--- src/rtl/note_hit_judge.sv ---
// Per-lane hit/miss judge: turns note arrivals and raw buttons into hit/miss
// pulses, a saturating combo, max combo and saturating hit/miss totals.
module note_hit_judge #(
  parameter int unsigned WINDOW = 24,
  parameter int unsigned CNT_W  = 16
) (
  input  logic             clk,
  input  logic             reset,
  input  logic             active,
  input  logic [1:0]       note_arrive,
  input  logic [1:0]       btn,
  output logic [1:0]       hit,
  output logic [1:0]       miss,
  output logic [7:0]       combo,
  output logic [7:0]       max_combo,
  output logic [CNT_W-1:0] hit_total,
  output logic [CNT_W-1:0] miss_total
);

  localparam int unsigned LANES   = 2;
  localparam int unsigned TIMER_W = 16;
  localparam int unsigned COMBO_W = 8;
  localparam int unsigned SUM_W   = COMBO_W + 1;
  localparam int unsigned TOT_W   = CNT_W + 1;
  localparam logic [TIMER_W-1:0] WIN_LOAD = TIMER_W'(WINDOW);

  logic [LANES-1:0] s1_q, s2_q, s3_q;
  logic [LANES-1:0] rise_c;
  logic [LANES-1:0][TIMER_W-1:0] timer_q, timer_d;
  logic [LANES-1:0] hit_q, hit_d, miss_q, miss_d;
  logic [COMBO_W-1:0] combo_q, combo_d, max_combo_q, max_combo_d;
  logic [CNT_W-1:0] hit_total_q, hit_total_d, miss_total_q, miss_total_d;
  logic [1:0] hit_cnt_c, miss_cnt_c;
  logic [SUM_W-1:0] combo_sum_c;
  logic [TOT_W-1:0] hit_sum_c, miss_sum_c;

  assign rise_c = s2_q & ~s3_q;

  // Window timers: priority order matters when several events coincide.
  always_comb begin
    timer_d = timer_q;
    hit_d   = '0;
    miss_d  = '0;
    for (int i = 0; i < int'(LANES); i++) begin
      if (!active) begin
        timer_d[i] = '0;
      end else if ((timer_q[i] != '0) && rise_c[i]) begin
        hit_d[i]   = 1'b1;
        timer_d[i] = note_arrive[i] ? WIN_LOAD : '0;
      end else if ((timer_q[i] != '0) && note_arrive[i]) begin
        miss_d[i]  = 1'b1;
        timer_d[i] = WIN_LOAD;
      end else if (timer_q[i] == TIMER_W'(1)) begin
        miss_d[i]  = 1'b1;
        timer_d[i] = '0;
      end else if ((timer_q[i] == '0) && note_arrive[i]) begin
        timer_d[i] = WIN_LOAD;
      end else if (timer_q[i] != '0) begin
        timer_d[i] = timer_q[i] - TIMER_W'(1);
      end
    end
  end

  // Combo and totals follow the pulses being registered on this edge.
  always_comb begin
    hit_cnt_c   = 2'({1'b0, hit_d[0]}) + 2'({1'b0, hit_d[1]});
    miss_cnt_c  = 2'({1'b0, miss_d[0]}) + 2'({1'b0, miss_d[1]});
    combo_sum_c = {1'b0, combo_q} + SUM_W'(hit_cnt_c);
    hit_sum_c   = {1'b0, hit_total_q} + TOT_W'(hit_cnt_c);
    miss_sum_c  = {1'b0, miss_total_q} + TOT_W'(miss_cnt_c);

    if (miss_d != '0) begin
      combo_d = COMBO_W'(hit_cnt_c);
    end else if (combo_sum_c[SUM_W-1]) begin
      combo_d = '1;
    end else begin
      combo_d = combo_sum_c[COMBO_W-1:0];
    end
    max_combo_d  = (combo_d > max_combo_q) ? combo_d : max_combo_q;
    hit_total_d  = hit_sum_c[TOT_W-1]  ? '1 : hit_sum_c[CNT_W-1:0];
    miss_total_d = miss_sum_c[TOT_W-1] ? '1 : miss_sum_c[CNT_W-1:0];
  end

  always_ff @(posedge clk or posedge reset) begin
    if (reset) begin
      s1_q         <= '0;
      s2_q         <= '0;
      s3_q         <= '0;
      timer_q      <= '0;
      hit_q        <= '0;
      miss_q       <= '0;
      combo_q      <= '0;
      max_combo_q  <= '0;
      hit_total_q  <= '0;
      miss_total_q <= '0;
    end else begin
      s1_q         <= btn;
      s2_q         <= s1_q;
      s3_q         <= s2_q;
      timer_q      <= timer_d;
      hit_q        <= hit_d;
      miss_q       <= miss_d;
      combo_q      <= combo_d;
      max_combo_q  <= max_combo_d;
      hit_total_q  <= hit_total_d;
      miss_total_q <= miss_total_d;
    end
  end

  assign hit        = hit_q;
  assign miss       = miss_q;
  assign combo      = combo_q;
  assign max_combo  = max_combo_q;
  assign hit_total  = hit_total_q;
  assign miss_total = miss_total_q;

endmodule

--- config.mk ---
export PLATFORM = sky130hd
export DESIGN_NAME = note_hit_judge
export DESIGN_NICKNAME = d
export VERILOG_FILES = /design/src/rtl/note_hit_judge.sv
export SDC_FILE = /design/constraint.sdc
export NUM_CORES = 1
export LEC_CHECK = 0
export ABC_CLOCK_PERIOD_IN_PS = 8600
export BUFFER_PORTS_ARGS = -buffer_cell sky130_fd_sc_hd__buf_2
export CAP_MARGIN = 20
export CELL_PAD_IN_SITES_DETAIL_PLACEMENT = 1
export CELL_PAD_IN_SITES_GLOBAL_PLACEMENT = 1
export CORE_MARGIN = 3
export CORE_UTILIZATION = 40
export DETAILED_ROUTE_END_ITERATION = 7
export PLACE_DENSITY = 0.79
export SYNTH_ARGS = -nofsm -noshare
export SYNTH_HDL_FRONTEND = slang
export SYNTH_SLANG_ARGS = --single-unit
export TNS_END_PERCENT = 30
--- constraint.sdc ---
create_clock -name clk -period 8.6 [get_ports clk]
set_input_delay 0.86 -clock clk [delete_from_list [all_inputs] [get_ports clk]]
set_output_delay 0.86 -clock clk [all_outputs]
set_load 0.005 [all_outputs]
==> results of run 1 <==
-- registers in the layout (all words and copies together), names as in the netlist --
register    flops
combo           8
hit             2
hit_total      16
max_combo       8
miss            2
miss_total     16
s1_q            2
s2_q            2
s3_q            2
timer_q        32
-- placed cells by master, fill, tap and decap left out, drive strengths merged, types with 4 or more instances in the layout --
cell | Yosys | layout
nand2 | 45 | 45
or3 | 8 | 8
a211oi | 4 | 4
inv | 19 | 18
xor2 | 22 | 22
buf | 1 | 60
dfrtp | 90 | 90
nand2b | 6 | 6
mux2 | 12 | 12
ha | 21 | 21
nor3b | 4 | 4
and4 | 6 | 6
nand4 | 11 | 11
clkbuf | 5 | 13
o21ai | 10 | 10
nand3 | 18 | 18
nor2b | 6 | 6
xnor2 | 25 | 25
a221oi | 4 | 4
and3 | 10 | 10
nor4 | 12 | 12
and2 | 5 | 5
nor2 | 48 | 48
a21oi | 17 | 17
nor3 | 18 | 18
-- power by group through the flow --
stage                     sequential (mW)  clock, mW  combinational, mW
after floorplan                     0.603          0              0.593
after global placement              0.617          0              0.743
after detailed placement            0.624          0              0.785
after CTS                           0.619      0.398              0.793
after global routing                0.635      0.414              0.878
final                               0.619      0.383              0.783
-- worst min path at each step --
stage	startpoint	endpoint	slack, ns	cells after the start
2_1_floorplan	s1_q[0]	s2_q[0]	0.33	0
3_3_place_gp	s1_q[0]	s2_q[0]	0.34	0
3_5_place_dp	s1_q[1]	s2_q[1]	0.35	0
4_1_cts	s1_q[0]	s2_q[0]	0.37	0
5_1_grt	s1_q[1]	s2_q[1]	0.38	0
6_report	s1_q[1]	s2_q[1]	0.36	0
-- cell type report --
class	instances	area [um2]
clock inverter	3	40.0
inverter	19	72.6
sequential	90	2250
fill	1353	6050
timing repair buffer	60	325
multi-input combinational	350	2510
clock buffer	13	240
tap	143	179
-- layer usage --
metal | share of wire | global-route usage | vias up | routed length (um)
li1 | - | - | 1777 | -
met1 | 0.44 | 0.229 | 1847 | 5120
met2 | 0.48 | 0.296 | 67 | 5570
met3 | 0.052 | 0.0575 | 18 | 597
met4 | 0.021 | 0.0735 | 0 | 245
met5 | 0 | 0 | - | 0
-- logic make-up (layout without fill, tap and decap cells) --
family,after synthesis,in the layout,share of synthesized area
AND/OR/NAND/NOR,213,213,0.252
flip-flops,90,90,0.464
XOR/XNOR,47,47,0.0847
adder cells (fa/ha/maj),22,22,0.0582
buffers and inverters,25,95,0.0201
AO/OA/AOI/OAI,54,54,0.0894
multiplexers,14,14,0.0319
-- critical path, cell delays in order, from the launching register on --
cell and delay, ns:
dfrtp_1 0.43, inv_1 0.12, ha_1 0.22, nor3b_1 0.27, nand4_2 0.24, and3_1 0.29
ha_1 0.33, ha_1 0.21, nor2b_1 0.14, o21ai_0 0.08, a21boi_0 0.53, and4_1 0.29
a221oi_2 0.08, ha_1 0.35, nand2_1 0.05, o21ai_0 0.21, mux2i_1 0.13, nor2_2 0.33
mux2_2 0.38
==> flow_summary.yaml, run 1 <==
route:
  dr_total_vias: 3709
  drtAntennaViolNets: 0
  wl_um: 11500
  drc: 0
  drt-initial-drc-count: 176
  routed_via_density: 5.47
  firstDrtPassIters: 4
  wl_per_cell_um: 17.0
power:
  power-per-cell-area_nw_per_um2: 318
  switching_share: 0.390
  vdd_drop_max_uv: 125
  p_leak_nw: 2.74
  p_clk_frac: 0.215
  seqPwrFrac: 0.347
  p_sw_uw: 696
  p_int_mw: 1.09
  power_mw: 1.79
  p_comb_frac: 0.439
sta:
  tns_ns: 0
  maxSlewViolCount: 0
  tightestPinTransition_ns: 0.651
  setup_violations: 0
  finalCritPeriodShare: 0.561
  rsz0062_at_grt: "false"
  hold_ws_ns: 0.364
  hold_viol_final: 0
  setup_slack_ns: 3.78
  finalCriticalPeriod_ns: 4.82
  max_freq_ghz: 0.207
  fin_worst_skew_ns: 0.00999
  slew_headroom: 0.562
placed_design:
  gp_congestion: 0.897
  pre_cts_ws_ns: 3.73
  dp_hpwl_um: 8450
  placed_cells: 661
  port_buffers: 58
  dpl_cell_area_um2: 5310
die:
  fp.dieW_um: 116
  start_util: 0.416
  dieArea_um2: 13500
  coreArea_um2: 11700
  boundaryPins: 59
  num_rows: 39
  die_y_um: 116
yosys:
  synth_most_common_cell: "dfrtp_1"
  ys_seq_area_frac: 0.464
  synthTopCellsByCount: "dfrtp_1, nor2_1, nand2_1, xnor2_1, xor2_1"
  synth-async-reset-ratio: 1.00
  synth_nets: 494
  synth_warnings: 0
  syn_area_um2: 4860
  synth_cells: 465
  ys.flop_type: "dfrtp_1"
  avgSynthCellArea_um2: 10.4
  synth_cell_types: 65
  synth_area_leaders: "dfrtp_1, ha_1, xnor2_1"
  synth_top_area_frac: 0.464
  ys_ff_latch: 90
  yosysTopAreaCell: "dfrtp_1"
  synth_enable_flop_cells: 0
clocking:
  hold_buffers: 0
  clkSinkCount: 90
  insertion_delay_ns: 0.35
  cts-root-buf: "clkbuf_16"
  htree_num_levels: 3
  cts_tree: "yes"
  path_clk_slew_ns: 0.06
  clock_path_buffers: 2
  cts_buffers: 9
  postCtsSetupBuffers: 0
  ctsResizeCount: 0
critical_path:
  endpoint: "max_combo[3]"
  path_class: "flop to flop"
  r2r-end: "max_combo[3]"
  rrSetupSlack_ns: 3.78
  end_kind: "flop"
  ff2ff_path_depth: 18
  crit_required_ns: 8.83
  critical_path_arrival_ns: 5.05
  start_kind: "flop"
  startpoint: "timer_q[0]"
  cp_max_fo: 8
  r2r_start: "timer_q[0]"
cells_and_area:
  design_area_um2: 5620
  syn_to_final_growth_pct: 15.6
  final_layout_size_suffix_gt1_frac: 0.226
  final_cells: 678
  antenna_cells: 0
  finish.utilization: 0.482
  nets: 559
global_route:
  grt_overflow: 0
  track_usage: 0.183
  first_global_vias: 3935
  grt_antenna_before_repair: 0
  grt_max_degree: 81
  grt_pass1_wl_um: 19500
outcome:
  outcome: "finished clean"
hold_path:
  min_path_type: "flop to flop"
job:
  drv_cap: 0
(Power assumes the default switching activity.)
==> inputs of run 2 (changes only) <==
--- a/config.mk
+++ b/config.mk
@@ -5,7 +5,7 @@
 export SDC_FILE = /design/constraint.sdc
 export NUM_CORES = 1
 export LEC_CHECK = 0
-export ABC_CLOCK_PERIOD_IN_PS = 8600
+export ABC_CLOCK_PERIOD_IN_PS = 3950
 export BUFFER_PORTS_ARGS = -buffer_cell sky130_fd_sc_hd__buf_2
 export CAP_MARGIN = 20
 export CELL_PAD_IN_SITES_DETAIL_PLACEMENT = 1
@@ -13,7 +13,7 @@
 export CORE_MARGIN = 3
 export CORE_UTILIZATION = 40
 export DETAILED_ROUTE_END_ITERATION = 7
-export PLACE_DENSITY = 0.79
+export PLACE_DENSITY = 0.82
 export SYNTH_ARGS = -nofsm -noshare
 export SYNTH_HDL_FRONTEND = slang
 export SYNTH_SLANG_ARGS = --single-unit
==> constraint.sdc (replaced) <==
create_clock -name clk -period 3.95 [get_ports clk]
set_input_delay 0.395 -clock clk [delete_from_list [all_inputs] [get_ports clk]]
set_output_delay 0.395 -clock clk [all_outputs]
set_load 0.005 [all_outputs]
==> flow_summary.yaml, run 2 (synthesis gave the netlist of run 1 again) <==
outcome:
  outcome: "finished, violations left"
  violations: "setup timing"
sta:
  hold_viol_final: 0
  finalCriticalPeriod_ns: 4.21
  tightestPinTransition_ns: 0.634
  setup_violations: 8
  maxSlewViolCount: 0
  setup_slack_ns: -0.265
  rsz0062_at_grt: "true"
  slew_headroom: 0.577
  max_freq_ghz: 0.237
  finalCritPeriodShare: 1.07
  fin_worst_skew_ns: 0.00635
power:
  p_leak_nw: 3.08
  power-per-cell-area_nw_per_um2: 716
  vdd_drop_max_uv: 490
  power_mw: 4.51
cells_and_area:
  final_layout_size_suffix_gt1_frac: 0.344
  n_fill_cell: 1283
  layout_commonest_cell: "dfrtp_1"
  top_register: "timer_q"
  syn_to_final_growth_pct: 29.6
  antenna_cells: 0
  nets: 617
  layout_common_cells: "dfrtp_1, buf_2, buf_4"
  design_area_um2: 6300
  largest_reg_flops: 32
clocking:
  hold_buffers: 0
  cts_buffers: 9
  cts-root-buf: "clkbuf_16"
  path_clk_slew_ns: 0.07
  htree_num_levels: 3
  insertion_delay_ns: 0.35
  clock_path_buffers: 2
  cts_tree: "yes"
  clkSinkCount: 90
global_route:
  grt_max_degree: 64
  grt_antenna_before_repair: 0
  grt_util_met2: 0.395
  busiest_layer: "met2"
  use_met1: 0.260
  grt_pass1_wl_um: 23100
  grt_overflow: 0
  first_global_vias: 4433
  met3_usage: 0.0570
  track_usage: 0.219
critical_path:
  path_class: "flop to flop"
  start_kind: "flop"
  end_kind: "flop"
  cp_max_fo: 8
  critical_path_arrival_ns: 4.45
  crit_required_ns: 4.18
  rrSetupSlack_ns: -0.26
job:
  drv_cap: 0
placed_design:
  gp_congestion: 0.876
  dpl_cell_area_um2: 5810
  port_buffers: 58
  dp_hpwl_um: 9970
die:
  boundaryPins: 59
  coreArea_um2: 11700
  fp.dieW_um: 116
  die_y_um: 116
  num_rows: 39
  dieArea_um2: 13500
  start_util: 0.416
route:
  drt-initial-drc-count: 239
  dr_total_vias: 4046
  drc: 0
  firstDrtPassIters: 4
  routed_via_density: 5.50
  wl_per_cell_um: 18.9
  drtAntennaViolNets: 0
  wl_um: 13900
hold_path:
  min_path_type: "primary input to async pin"
[run 2: metal layers]
| metal | vias up | wire length (um) |
|---|---|---|
| met5 | - | 0 |
| met4 | 0 | 257 |
| met3 | 25 | 533 |
| met2 | 74 | 7320 |
| met1 | 2052 | 5820 |
| li1 | 1895 | - |
[run 2: through the flow]
| step | hold slack [ns] | utilization | setup slack (ns) | cells | setup TNS [ns] |
|---|---|---|---|---|---|
| detailed placement | 0.337 | 0.498 | -0.314 | 710 | -2.48 |
| CTS | 0.141 | 0.534 | -0.247 | 734 | -1.94 |
| floorplan | 0.331 | - | 0.00132 | 465 | 0 |
| finish | 0.00371 | 0.540 | -0.265 | 736 | -2.07 |
| global placement | 0.340 | 0.498 | -0.0199 | 710 | -0.155 |
| global route | 0.0187 | 0.540 | -0.439 | 736 | -3.46 |
[run 2: worst max-delay path, cell delays in order, from the launching register on]
cell and delay (ns):
dfrtp_1 0.41, inv_2 0.09, ha_4 0.13, nor4b_4 0.25, nand4_4 0.13, and3_4 0.22, ha_4 0.28, ha_4 0.15
ha_4 0.12, a21o_1 0.10, and2_4 0.15, or2b_4 0.26, and4_1 0.19, a211oi_2 0.22, ha_1 0.30, a21oi_2 0.17
o21ai_2 0.08, buf_6 0.13, a211oi_4 0.27, nor2_4 0.13, mux2_4 0.32
[run 2: worst paths after layout]
check / start / end / depth (start not counted)
max in group asynchronous: reset / miss_total[5] / 3
min in group clk: btn[0] / s1_q[0] / 1
max: timer_q[17] / max_combo[4] / 20
min: reset / timer_q[3] / 2
min reg2reg: s1_q[1] / s2_q[1] / 0
max reg2reg: timer_q[17] / max_combo[4] / 20
[run 2: final cells by class]
cell class	count	area, um2	area share
multi-input combinational	350	2720	0.432
sequential	90	2250	0.358
timing repair buffer	118	764	0.121
clock buffer	10	239	0.0379
tap	143	179	0.0284
inverter	19	72.6	0.0115
clock inverter	6	66.3	0.0105
[run 2: what timing repair did]
action,CTS,global route
cloned,0,0
resized for setup,12,4
buffers inserted,8,1
hold endpoints to repair,0,0
pin swaps,14,5
setup endpoints to repair,8,11
[run 2: power by group]
group | switching [mW] | internal (mW) | total (mW)
Clock | 0.380 | 0.508 | 0.888
Combinational | 1.19 | 1.09 | 2.28
Sequential | 0.228 | 1.11 | 1.34
==> inputs of run 3 (changes only) <==
--- a/config.mk
+++ b/config.mk
@@ -13,7 +13,9 @@
 export CORE_MARGIN = 3
 export CORE_UTILIZATION = 40
 export DETAILED_ROUTE_END_ITERATION = 7
+export GPL_TIMING_DRIVEN = 0
 export PLACE_DENSITY = 0.82
+export SETUP_SLACK_MARGIN = 0.4
 export SYNTH_ARGS = -nofsm -noshare
 export SYNTH_HDL_FRONTEND = slang
 export SYNTH_SLANG_ARGS = --single-unit
==> flow_summary.yaml, run 3 (synthesis gave the netlist of run 1 again) <==
route:
  drt-initial-drc-count: 258
  wl_per_cell_um: 19.2
  routed_via_density: 5.50
  firstDrtPassIters: 4
  dr_total_vias: 3979
  wl_um: 13900
  drc: 0
  drtAntennaViolNets: 0
cells_and_area:
  design_area_um2: 6480
  top_register: "timer_q"
  final_layout_size_suffix_gt1_frac: 0.375
  syn_to_final_growth_pct: 33.5
  nets: 605
  n_fill_cell: 1291
  layout_common_cells: "dfrtp_1, buf_2, nor2_1"
  seqCellArea_um2: 2250
  antenna_cells: 0
  layout_commonest_cell: "dfrtp_1"
  finish.utilization: 0.556
  largest_reg_flops: 32
  multi_input_comb_area_um2: 2910
global_route:
  grt_antenna_before_repair: 0
  track_usage: 0.209
  grt_overflow: 0
  grt_pass1_wl_um: 22000
  first_global_vias: 4275
  grt_max_degree: 66
clocking:
  path_clk_slew_ns: 0.07
  clock_path_buffers: 2
  clkSinkCount: 90
  cts-root-buf: "clkbuf_16"
  hold_buffers: 0
  cts_tree: "yes"
  insertion_delay_ns: 0.36
  cts_buffers: 9
  htree_num_levels: 3
placed_design:
  gp_congestion: 0.808
  dpl_cell_area_um2: 5530
  port_buffers: 58
  dp_hpwl_um: 8790
power:
  switching_share: 0.386
  p_clk_frac: 0.216
  seqPwrFrac: 0.293
  p_int_mw: 2.91
  p_comb_frac: 0.491
  p_sw_mw: 1.83
  p_leak_nw: 3.10
  vdd_drop_max_uv: 478
  power_mw: 4.74
  power-per-cell-area_nw_per_um2: 731
sta:
  rsz0062_at_grt: "true"
  maxSlewViolCount: 0
  slew_headroom: 0.522
  tns_ns: -2.25
  hold_viol_final: 0
  setup_violations: 8
  fin_worst_skew_ns: 0.00703
  setup_slack_ns: -0.292
  finalCriticalPeriod_ns: 4.24
  max_freq_ghz: 0.236
  finalCritPeriodShare: 1.07
  hold_ws_ns: 0.0210
  tightestPinTransition_ns: 0.717
critical_path:
  cp_max_fo: 6
  start_kind: "flop"
  path_class: "flop to flop"
  critical-path-top-delay-family: "simple AND/OR/NAND/NOR gates"
  critical_path_arrival_ns: 4.48
  startpoint: "timer_q[18]"
  crit_slowest_cell: "dfrtp_1"
  end_kind: "flop"
  crit_required_ns: 4.19
  worstPathCellList: "nor4b_4, nand4_4, and3_4, ha_4, ha_4, ha_4, a21o_1, and2_4, or2b_4, and4_1, a211oi_2, ha_1, a21oi_2, o21ai_2, a211oi_2, nor2_4, buf_12, mux2_4"
  crit_top_cell: "ha_4"
  crit_buf_inv: 1
  r2r_start: "timer_q[18]"
  slowest_delay_ns: 0.51
hold_path:
  min_path_type: "primary input to async pin"
die:
  coreArea_um2: 11700
  die_y_um: 116
  num_rows: 39
  boundaryPins: 59
  fp.dieW_um: 116
  dieArea_um2: 13500
  start_util: 0.416
job:
  drv_cap: 0
outcome:
  violations: "setup timing"
  outcome: "finished, violations left"
## run 3: cell count changes in the layout (fill, tap and decap cells not counted), sizes merged
cell	previous run	this run
inv	18	19
clkinv	3	1
bufinv	1	3
buf	118	102
clkbuf	10	14
clkinvlp	3	2
## run 3: power by group through the flow
stage | clock network (mW) | logic [mW] | registers [mW]
floorplan | 0 | 1.43 | 1.33
CTS | 1.05 | 2.21 | 1.37
finish | 1.03 | 2.33 | 1.39
global route | 1.09 | 2.53 | 1.42
global placement | 0 | 1.77 | 1.36
detailed placement | 0 | 1.86 | 1.38
## run 3: metrics by stage
step	worst slack, ns	std cells
after floorplan	0.0155	465
after global placement	-0.465	666
after detailed placement	-0.733	667
after CTS	-0.278	714
after global routing	-0.451	724
final	-0.292	724
## run 3: what timing repair did
| action | in CTS | in global routing |
|---|---|---|
| setup endpoints to repair | 33 | 34 |
| resized for setup | 30 | 38 |
| pin swaps | 23 | 15 |
| buffers inserted | 31 | 10 |
| gates cloned | 0 | 0 |
## run 3: area by class of cell
type	instances	share of cell area
Inverter	19	0.0114
Tap cell	143	0.0276
Timing Repair Buffer	100	0.102
Multi-Input combinational cell	350	0.448
Buffer	6	0.00869
Sequential cell	90	0.348
Clock buffer	10	0.0369
Clock inverter	6	0.0176
## run 3: final timing paths
path | to | slack (ns) | cells past startpoint
max reg2reg | max_combo[5] | -0.29 | 18
max | max_combo[5] | -0.29 | 18
min | miss_total[7] | 0.02 | 2
max in group asynchronous | timer_q[22] | 3.26 | 3
min reg2reg | s2_q[1] | 0.35 | 0
min in group clk | s1_q[1] | 0.14 | 1
## run 3: worst reg2reg max path: cells and delay by family, from the launching register on
family | cells | cell delay (ns)
DFF | 1 | 0.51
and+or+nand+nor | 7 | 1.47
AOI/OAI and AO/OA | 5 | 0.85
muxes | 1 | 0.30
buffers and inverters | 1 | 0.15
adders and majority gates | 4 | 0.86
## run 3: routing by layer
layer	vias to the layer above	share of wire	global-route usage
met2	75	0.52	0.368
li1	1865	-	-
met5	-	0	0
met4	0	0.019	0.0696
met3	23	0.044	0.0601
met1	2016	0.41	0.245
